--- src/rtl/scan_decoder_h.sv ---
// scan_decoder_h: registered N-to-2^N decoder with active-low enable/outputs and an auto-scan mode
//   CLK   : system clock, rising edge
//   RST_L : asynchronous active-low reset
//   G_L   : active-low enable; 1 forces Y to all ones
//   MODE  : 0 = direct decode of SEL, 1 = auto-scan
//   SEL   : direct-mode select
//   DWELL : scan dwell; each output is held DWELL+1 cycles
//   Y     : active-low decoded outputs (registered)
//   IDX   : index of the active output (registered)
//   WRAP  : one-cycle pulse when the scan index wraps to 0
module scan_decoder_h #(
  parameter int SEL_W   = 2,
  parameter int DWELL_W = 8
) (
  input  logic                 CLK,
  input  logic                 RST_L,
  input  logic                 G_L,
  input  logic                 MODE,
  input  logic [SEL_W-1:0]     SEL,
  input  logic [DWELL_W-1:0]   DWELL,
  output logic [2**SEL_W-1:0]  Y,
  output logic [SEL_W-1:0]     IDX,
  output logic                 WRAP
);
  localparam int N = 2**SEL_W;
  typedef enum logic [1:0] {IDLE, DIRECT, SCAN} state_t;
  state_t state, state_nx;
  logic [DWELL_W-1:0] cnt, cnt_nx;
  logic [SEL_W-1:0] idx_nx;
  logic [N-1:0] y_nx;
  logic wrap_nx, stay, adv;
  always_comb begin
    state_nx = G_L ? IDLE : (MODE ? SCAN : DIRECT);
    stay     = state == SCAN && state_nx == SCAN;
    // >= lets a lowered DWELL take effect on the very next edge
    adv      = stay && cnt >= DWELL;
    idx_nx   = state_nx == DIRECT ? SEL : adv ? SEL_W'(IDX + 1'b1) : stay ? IDX : '0;
    cnt_nx   = stay && !adv ? DWELL_W'(cnt + 1'b1) : '0;
    wrap_nx  = adv && &IDX;
    y_nx     = state_nx == IDLE ? '1 : ~(N'(1) << idx_nx);
  end
  always_ff @(posedge CLK or negedge RST_L)
    if (!RST_L) begin
      state <= IDLE;
      cnt   <= '0;
      IDX   <= '0;
      Y     <= '1;
      WRAP  <= 1'b0;
    end else begin
      state <= state_nx;
      cnt   <= cnt_nx;
      IDX   <= idx_nx;
      Y     <= y_nx;
      WRAP  <= wrap_nx;
    end
endmodule

--- config.mk ---
export PLATFORM = sky130hd
export DESIGN_NAME = scan_decoder_h
export DESIGN_NICKNAME = d
export VERILOG_FILES = /design/src/rtl/scan_decoder_h.sv
export SDC_FILE = /design/constraint.sdc
export NUM_CORES = 1
export LEC_CHECK = 0
export ABC_AREA = 0
export CAP_MARGIN = 20
export CORE_MARGIN = 3
export CORE_UTILIZATION = 50
export DETAILED_ROUTE_END_ITERATION = 16
export MAX_ROUTING_LAYER = met4
export PLACE_DENSITY = 0.77
export RECOVER_POWER = 25
export REMOVE_ABC_BUFFERS = 1
export SKIP_LAST_GASP = 1
export SLEW_MARGIN = 20
export SYNTH_ARGS = -nofsm -noshare
export SYNTH_HDL_FRONTEND = slang
export SYNTH_SLANG_ARGS = --single-unit
export TNS_END_PERCENT = 10
--- constraint.sdc ---
create_clock -name CLK -period 4.4 [get_ports CLK]
set_input_delay 0.66 -clock CLK [delete_from_list [all_inputs] [get_ports CLK]]
set_output_delay 0.66 -clock CLK [all_outputs]
set_load 0.1 [all_outputs]
==> results of run 1 <==
[area by class of cell]
cell class / count / area, sq um
Sequential cell: 17 / 430.4
Clock buffer: 4 / 26.28
Multi-Input combinational cell: 65 / 538.0
Tap cell: 25 / 31.28
Fill cell: 159 / 553.0
Timing Repair Buffer: 20 / 200.2
Inverter: 11 / 41.29
[stage by stage]
| step | std cells | util | area, sq um |
|---|---|---|---|
| 2_1_floorplan | 93 | - | 1010 |
| 3_3_place_gp | 138 | 0.6818 | 1241 |
| 3_5_place_dp | 138 | 0.6818 | 1241 |
| 6_report | 142 | 0.6962 | 1267 |
| 4_1_cts | 142 | 0.6962 | 1267 |
| 5_1_grt | 142 | 0.6962 | 1267 |
[cell usage in the layout (no fill, tap or decap), types with 2 or more instances in the layout]
| cell type | synthesis | layout |
|---|---|---|
| dfstp_2 | 4 | 4 |
| nand2_1 | 2 | 2 |
| o211ai_1 | 3 | 3 |
| xor2_1 | 5 | 5 |
| and3_1 | 3 | 3 |
| dlygate4sd3_1 | 0 | 2 |
| dfrtp_1 | 13 | 13 |
| nor2_2 | 7 | 7 |
| clkbuf_4 | 0 | 3 |
| clkdlybuf4s50_1 | 0 | 18 |
| nand3_1 | 6 | 6 |
| nor2_1 | 2 | 2 |
| a21oi_4 | 2 | 2 |
| ha_1 | 10 | 10 |
| o21ai_0 | 2 | 2 |
| inv_1 | 10 | 10 |
| xnor2_1 | 2 | 2 |
[routing by layer]
layer	wire, microns	up-vias	GRT usage
met2	885	21	0.2532
met5	0	-	-
met3	88	2	0.03499
li1	-	376	-
met1	863	354	0.2272
met4	14	0	0.08520
[state kept, by name (all words and copies together) (netlist names)]
| name | cells |
|---|---|
| cnt | 8 |
| Y | 4 |
| IDX | 2 |
| state | 2 |
| WRAP | 1 |
[worst paths after layout]
path,slack [ns],endpoint,from,cells past startpoint
max,1.80,Y[1],Y[1],1
min,0.55,cnt[0],cnt[0],1
max reg2reg,2.27,cnt[5],cnt[2],6
min reg2reg,0.55,cnt[0],cnt[0],1
max in group asynchronous,3.06,cnt[7],RST_L,1
min in group asynchronous,0.87,IDX[1],RST_L,1
[power groups by stage]
stage / sequential (uW) / clock [uW] / combinational [uW]
floorplan: 182 / 0 / 15.7
global placement: 166 / 0 / 53.7
detailed placement: 166 / 0 / 54.8
CTS: 163 / 84.6 / 55.1
global route: 163 / 92.6 / 58.5
finish: 163 / 81.4 / 54.1
[kinds of logic after synthesis]
logic type,after synthesis,synth area share
buf+inv,12,0.05147
simple gates,31,0.1949
xor+xnor,7,0.06005
fa+ha+maj,10,0.1225
flops,17,0.4216
compound gates,17,0.1495
==> impl_metrics.prom, run 1 <==
# TYPE chip_impl_metric gauge
chip_impl_info{name="status",value="completed"} 1
chip_impl_metric{name="total_switching_power",unit="uW"} 81.77
chip_impl_metric{name="finClkSkew",unit="ns"} 0.007784
chip_impl_info{name="timing.critical_path.slowest_stage_cell",value="clkdlybuf4s50_1"} 1
chip_impl_metric{name="cts-hold-fix-buffers",unit=""} 0
chip_impl_metric{name="portBuffers",unit=""} 20
chip_impl_metric{name="clk_latency",unit="ns"} 0.29
chip_impl_metric{name="number_of_vias_per_cell",unit=""} 5.303
chip_impl_metric{name="number_of_buffers_created_by_cts",unit=""} 3
chip_impl_metric{name="finalNetCount",unit=""} 142
chip_impl_info{name="critical_path.top_delay_family",value="buffers and inverters"} 1
chip_impl_metric{name="final_antenna_net_count",unit=""} 0
chip_impl_metric{name="routed_vias",unit=""} 753
chip_impl_metric{name="syn_area_per_cell",unit="sq um"} 10.86
chip_impl_metric{name="antenna_cells",unit=""} 0
chip_impl_metric{name="initial_core_util",unit=""} 0.5608
chip_impl_metric{name="power_density",unit="mW/mm^2"} 235.3
chip_impl_info{name="cts_root_buffer",value="clkbuf_4"} 1
chip_impl_metric{name="slew_violations",unit=""} 0
chip_impl_info{name="critical_path.startpoint_type",value="register"} 1
chip_impl_metric{name="p_int",unit="uW"} 216.5
chip_impl_metric{name="combPwrFrac",unit=""} 0.182
chip_impl_metric{name="globalRouteOverflowTotal",unit=""} 0
chip_impl_metric{name="finalSetupViolCount",unit=""} 0
chip_impl_metric{name="synth_edf_count",unit=""} 0
chip_impl_metric{name="final_critical_path_setup_slack",unit="ns"} 1.803
chip_impl_metric{name="wire_length_of_the_first_global_routing_pass",unit="microns"} 3305
chip_impl_metric{name="max-slew-margin-rel",unit=""} 0.3536
chip_impl_metric{name="syn-instance-count",unit=""} 94
chip_impl_metric{name="ys_seq_area_frac",unit=""} 0.4216
chip_impl_metric{name="fin_hold_ws",unit="ns"} 0.5541
chip_impl_metric{name="placeableCoreArea",unit="sq mm"} 0.001821
chip_impl_metric{name="power.share.clock",unit=""} 0.273
chip_impl_metric{name="drc",unit=""} 0
chip_impl_metric{name="worstPathBufferInverterCount",unit=""} 1
chip_impl_metric{name="finalCritPeriodShare",unit=""} 0.5902
chip_impl_metric{name="gpl.final_weighted_congestion",unit=""} 0.7668
chip_impl_metric{name="post_cts_resize_count",unit=""} 0
chip_impl_metric{name="data_required_critical_path",unit="ns"} 3.74
chip_impl_metric{name="core.rowCount",unit=""} 15
chip_impl_info{name="worstHoldPathType",value="register to register"} 1
chip_impl_metric{name="post_detailed_route_wirelength_per_cell",unit="microns"} 13.04
chip_impl_metric{name="ys.warnings.count",unit=""} 0
chip_impl_metric{name="pre_cts_slack",unit="ns"} 1.562
chip_impl_info{name="synth_area_leaders",value="dfrtp_1, ha_1, dfstp_2"} 1
chip_impl_metric{name="clock.fmax",unit="MHz"} 385.1
chip_impl_metric{name="hpwl",unit="microns"} 1476
chip_impl_metric{name="drt_pass1_iterations",unit=""} 4
chip_impl_metric{name="first_global_vias",unit=""} 755
chip_impl_metric{name="design.portCount",unit=""} 21
chip_impl_metric{name="power.switching_fraction",unit=""} 0.2742
chip_impl_metric{name="floorplan.die.width",unit="microns"} 51.19
chip_impl_metric{name="grt_start_max_net_pins",unit=""} 18
chip_impl_metric{name="crit_arrival",unit="ns"} 1.94
chip_impl_info{name="synth-main-ff-cell",value="dfrtp_1"} 1
chip_impl_metric{name="numClockSinks",unit=""} 17
chip_impl_info{name="synth_top_cell_by_area",value="dfrtp_1"} 1
chip_impl_metric{name="synth-async-reset-ratio",unit=""} 1.000
chip_impl_metric{name="pwr-share-seq",unit=""} 0.546
chip_impl_metric{name="worst_path_largest_cell_delay",unit="ns"} 1.12
chip_impl_metric{name="timing.final.hold_violations",unit=""} 0
chip_impl_metric{name="worst_ir_drop_vdd",unit="mV"} 0.2132
chip_impl_metric{name="drt-total-wl",unit="microns"} 1852
chip_impl_metric{name="detailedRoute.firstIterationViolations",unit=""} 11
chip_impl_metric{name="path_clk_slew",unit="ns"} 0.10
chip_impl_metric{name="die_height",unit="microns"} 51.19
chip_impl_metric{name="total_power",unit="uW"} 298.2
chip_impl_metric{name="tightest_slew",unit="ns"} 0.9665
chip_impl_metric{name="die-area",unit="sq mm"} 0.002620
chip_impl_metric{name="final.setup.tns",unit="ns"} 0
chip_impl_metric{name="h-tree-depth",unit=""} 1
chip_impl_metric{name="total_grt_usage",unit=""} 0.1727
chip_impl_info{name="synthMostInstantiatedCell",value="dfrtp_1"} 1
chip_impl_metric{name="maximum_root_to_sink_buffer_count",unit=""} 2
chip_impl_metric{name="leakage",unit="uW"} 0.0005759
chip_impl_metric{name="yosys.cell_types.count",unit=""} 37
chip_impl_metric{name="postCtsSetupRepairBufs",unit=""} 0
chip_impl_metric{name="netlist.area_leader.share",unit=""} 0.3186
chip_impl_metric{name="drive_gt1_frac",unit=""} 0.1966
chip_impl_metric{name="layout_min_cycle_time",unit="ns"} 2.597
chip_impl_info{name="worstPathCellList",value="clkdlybuf4s50_1"} 1
chip_impl_info{name="yosys-top-cells-count",value="dfrtp_1, ha_1, inv_1, nor2_2, nand3_1"} 1
chip_impl_metric{name="path_max_fanout",unit=""} 1
chip_impl_info{name="setup_repair_after_global_routing_missed_its_margin",value="no"} 1
chip_impl_metric{name="cap_viol_max_count",unit=""} 0
chip_impl_metric{name="ys_seq_elements",unit=""} 17
chip_impl_info{name="critPathCaptureType",value="primary output"} 1
chip_impl_metric{name="synthesis.area",unit="sq mm"} 0.001021
chip_impl_info{name="setup.worst_path.class",value="register to primary output"} 1
chip_impl_metric{name="areaGrowthSynthToFinish",unit="%"} 24.14
chip_impl_metric{name="initial_antenna_violation_count",unit=""} 0
chip_impl_info{name="cts_tree",value="done"} 1
(Power assumes the default switching activity.)
==> run 2: changes to the inputs <==
==> constraint.sdc (replaced) <==
create_clock -name CLK -period 2.6 [get_ports CLK]
set_input_delay 0.39 -clock CLK [delete_from_list [all_inputs] [get_ports CLK]]
set_output_delay 0.39 -clock CLK [all_outputs]
set_load 0.1 [all_outputs]
==> run 2 against run 1 <==
  * Clock power rose by 70%
  * Hold slack improved by 0.025 ns
  * Via count rose by 2.9%
  * Flip-flop and latch count did not move
  * Design area fell by 0.79%
  * Clock skew fell by 0.0042 ns
  * Sequential power rose by 69%
  * Clock-buffer cell count did not move
  * Non-clock buffer count rose by 1
  * Die area did not move
  * Sequential share of layout area rose by 0.27 points
  * Routed wire length rose by 0.16%
  * Critical endpoint is now cnt[4]
  * Largest power group unchanged
==> impl_metrics.prom, run 2 (synthesis gave the netlist of run 1 again) <==
# TYPE chip_impl_metric gauge
chip_impl_info{name="registers_with_the_most_flip_flops",value="cnt: 8 flops, Y: 4 flops"} 1
chip_impl_metric{name="path_clk_slew",unit="ns"} 0.10
chip_impl_metric{name="finalCritPeriodShare",unit=""} 0.8519
chip_impl_metric{name="initial_antenna_violation_count",unit=""} 0
chip_impl_metric{name="timing.final.hold_violations",unit=""} 0
chip_impl_info{name="critPathCaptureType",value="register"} 1
chip_impl_metric{name="p_int",unit="uW"} 366.4
chip_impl_metric{name="path_max_fanout",unit=""} 8
chip_impl_metric{name="detailedRoute.firstIterationViolations",unit=""} 14
chip_impl_metric{name="die_height",unit="microns"} 51.19
chip_impl_metric{name="clk_latency",unit="ns"} 0.28
chip_impl_metric{name="final_antenna_net_count",unit=""} 0
chip_impl_metric{name="globalRouteOverflowTotal",unit=""} 0
chip_impl_metric{name="first_global_vias",unit=""} 742
chip_impl_info{name="setup_repair_after_global_routing_missed_its_margin",value="no"} 1
chip_impl_info{name="most_common_library_cell_in_the_layout_ignoring_fill_and_taps",value="dfrtp_1"} 1
chip_impl_metric{name="final.setup.tns",unit="ns"} 0
chip_impl_info{name="top_usage_layer",value="met2"} 1
chip_impl_metric{name="numClockSinks",unit=""} 17
chip_impl_metric{name="worst_ir_drop_vdd",unit="mV"} 0.3059
chip_impl_metric{name="leakage",unit="uW"} 0.0005862
chip_impl_metric{name="drt-total-wl",unit="microns"} 1855
chip_impl_metric{name="placeableCoreArea",unit="sq mm"} 0.001821
chip_impl_metric{name="core.rowCount",unit=""} 15
chip_impl_metric{name="power.share.clock",unit=""} 0.273
chip_impl_metric{name="post_cts_resize_count",unit=""} 0
chip_impl_metric{name="finalNetCount",unit=""} 143
chip_impl_metric{name="combPwrFrac",unit=""} 0.183
chip_impl_metric{name="areaGrowthSynthToFinish",unit="%"} 23.16
chip_impl_metric{name="register_area",unit="sq um"} 430.4
chip_impl_metric{name="use_met2",unit=""} 0.2489
chip_impl_info{name="worstHoldPathType",value="register to register"} 1
chip_impl_metric{name="finClkSkew",unit="ns"} 0.003571
chip_impl_metric{name="numPlacedInstances",unit=""} 139
chip_impl_metric{name="cts-hold-fix-buffers",unit=""} 0
chip_impl_metric{name="number_of_buffers_created_by_cts",unit=""} 3
chip_impl_info{name="setup.worst_path.class",value="primary input to register"} 1
chip_impl_metric{name="pwr-share-seq",unit=""} 0.544
chip_impl_metric{name="clock.fmax",unit="MHz"} 451.5
chip_impl_metric{name="gpl.final_weighted_congestion",unit=""} 0.7663
chip_impl_metric{name="multiInputGateArea",unit="sq um"} 538.0
chip_impl_metric{name="die-area",unit="sq mm"} 0.002620
chip_impl_metric{name="instances_no_fill",unit=""} 143
chip_impl_metric{name="fillerInstances",unit=""} 155
chip_impl_info{name="cts_tree",value="done"} 1
chip_impl_metric{name="tightest_slew",unit="ns"} 0.7253
chip_impl_info{name="cts_root_buffer",value="clkbuf_4"} 1
chip_impl_metric{name="crit_arrival",unit="ns"} 2.44
chip_impl_metric{name="largest_register_ff_count",unit=""} 8
chip_impl_metric{name="drive_gt1_frac",unit=""} 0.2627
chip_impl_metric{name="gr_layer_usage_met3",unit=""} 0.04082
chip_impl_metric{name="routed_vias",unit=""} 775
chip_impl_metric{name="grt_start_max_net_pins",unit=""} 18
chip_impl_metric{name="layout_min_cycle_time",unit="ns"} 2.215
chip_impl_metric{name="portBuffers",unit=""} 20
chip_impl_metric{name="drc",unit=""} 0
chip_impl_metric{name="h-tree-depth",unit=""} 1
chip_impl_metric{name="met1_use_gr",unit=""} 0.2402
chip_impl_metric{name="postCtsSetupRepairBufs",unit=""} 0
chip_impl_metric{name="max-slew-margin-rel",unit=""} 0.5149
chip_impl_metric{name="initial_core_util",unit=""} 0.5608
chip_impl_info{name="status",value="completed"} 1
chip_impl_info{name="final_cell_mix",value="dfrtp_1, clkdlybuf4s50_1, inv_1, ha_1, buf_4"} 1
chip_impl_metric{name="finalSetupViolCount",unit=""} 0
chip_impl_metric{name="power_density",unit="mW/mm^2"} 402.3
chip_impl_metric{name="floorplan.die.width",unit="microns"} 51.19
chip_impl_info{name="critical_path.startpoint_type",value="primary input"} 1
chip_impl_metric{name="antenna_cells",unit=""} 0
chip_impl_metric{name="number_of_vias_per_cell",unit=""} 5.420
chip_impl_metric{name="hpwl",unit="microns"} 1498
chip_impl_metric{name="cap_viol_max_count",unit=""} 0
chip_impl_metric{name="power.switching_fraction",unit=""} 0.2756
chip_impl_metric{name="wire_length_of_the_first_global_routing_pass",unit="microns"} 3325
chip_impl_metric{name="design.portCount",unit=""} 21
chip_impl_metric{name="maximum_root_to_sink_buffer_count",unit=""} 2
chip_impl_metric{name="post_detailed_route_wirelength_per_cell",unit="microns"} 12.97
chip_impl_metric{name="slew_violations",unit=""} 0
chip_impl_metric{name="drt_pass1_iterations",unit=""} 4
chip_impl_metric{name="total_switching_power",unit="uW"} 139.4
chip_impl_info{name="top_register",value="cnt"} 1
chip_impl_metric{name="total_grt_usage",unit=""} 0.1734
chip_impl_metric{name="data_required_critical_path",unit="ns"} 2.82
## run 2: cell count changes in the layout (fill, tap and decap cells not counted)
cell | previous run | this run
clkdlybuf4s50_1 | 18 | 11
buf_4 | 0 | 8
## run 2: power groups by stage
stage	sequential (uW)	clock, uW	combinational (uW)
2_1_floorplan	308	0	26.6
3_3_place_gp	280	0	91.3
3_5_place_dp	280	0	93.9
4_1_cts	275	140	94.3
5_1_grt	276	158	99.2
6_report	275	138	92.5
## run 2: layer usage
layer | vias to the layer above | part of all wire
met1 | 369 | 0.47
met4 | 0 | 0.0075
met3 | 2 | 0.052
li1 | 381 | -
met5 | - | 0
met2 | 23 | 0.47
## run 2: final timing paths
check | start | to | slack (ns) | depth (start not counted)
setup / recovery | DWELL[2] | cnt[4] | 0.39 | 8
hold / removal | cnt[0] | cnt[0] | 0.58 | 1
hold reg to reg | cnt[0] | cnt[0] | 0.58 | 1
min in group asynchronous | RST_L | cnt[0] | 0.60 | 1
max in group asynchronous | RST_L | state[1] | 1.54 | 1
setup reg to reg | cnt[0] | Y[2] | 0.48 | 9
## run 2: critical path, stage by stage
cell,delay [ns]
clkdlybuf4s50_1,0.45
inv_1,0.04
ha_1,0.28
o211a_1,0.22
a211oi_2,0.37
o31ai_2,0.13
or2_1,0.40
nor2_2,0.16
## run 2: final cells by class
| class | count | area share |
|---|---|---|
| sequential | 17 | 0.3423 |
| multi-input combinational | 65 | 0.4279 |
| inverter | 11 | 0.03284 |
| timing repair buffer | 21 | 0.1512 |
| tap | 25 | 0.02488 |
| clock buffer | 4 | 0.02090 |
## run 2: through the flow
step	hold slack, ns	setup WS, ns	util	power (uW)	area (sq um)
floorplan	0.09441	0.5235	-	334.7	1010
global placement	0.5372	0.1226	0.6763	371.5	1231
detailed placement	0.5571	0.1015	0.6763	374.2	1231
CTS	0.5638	0.3860	0.6907	510.0	1257
global route	0.5997	0.3030	0.6907	534.0	1257
finish	0.5791	0.3851	0.6907	505.9	1257
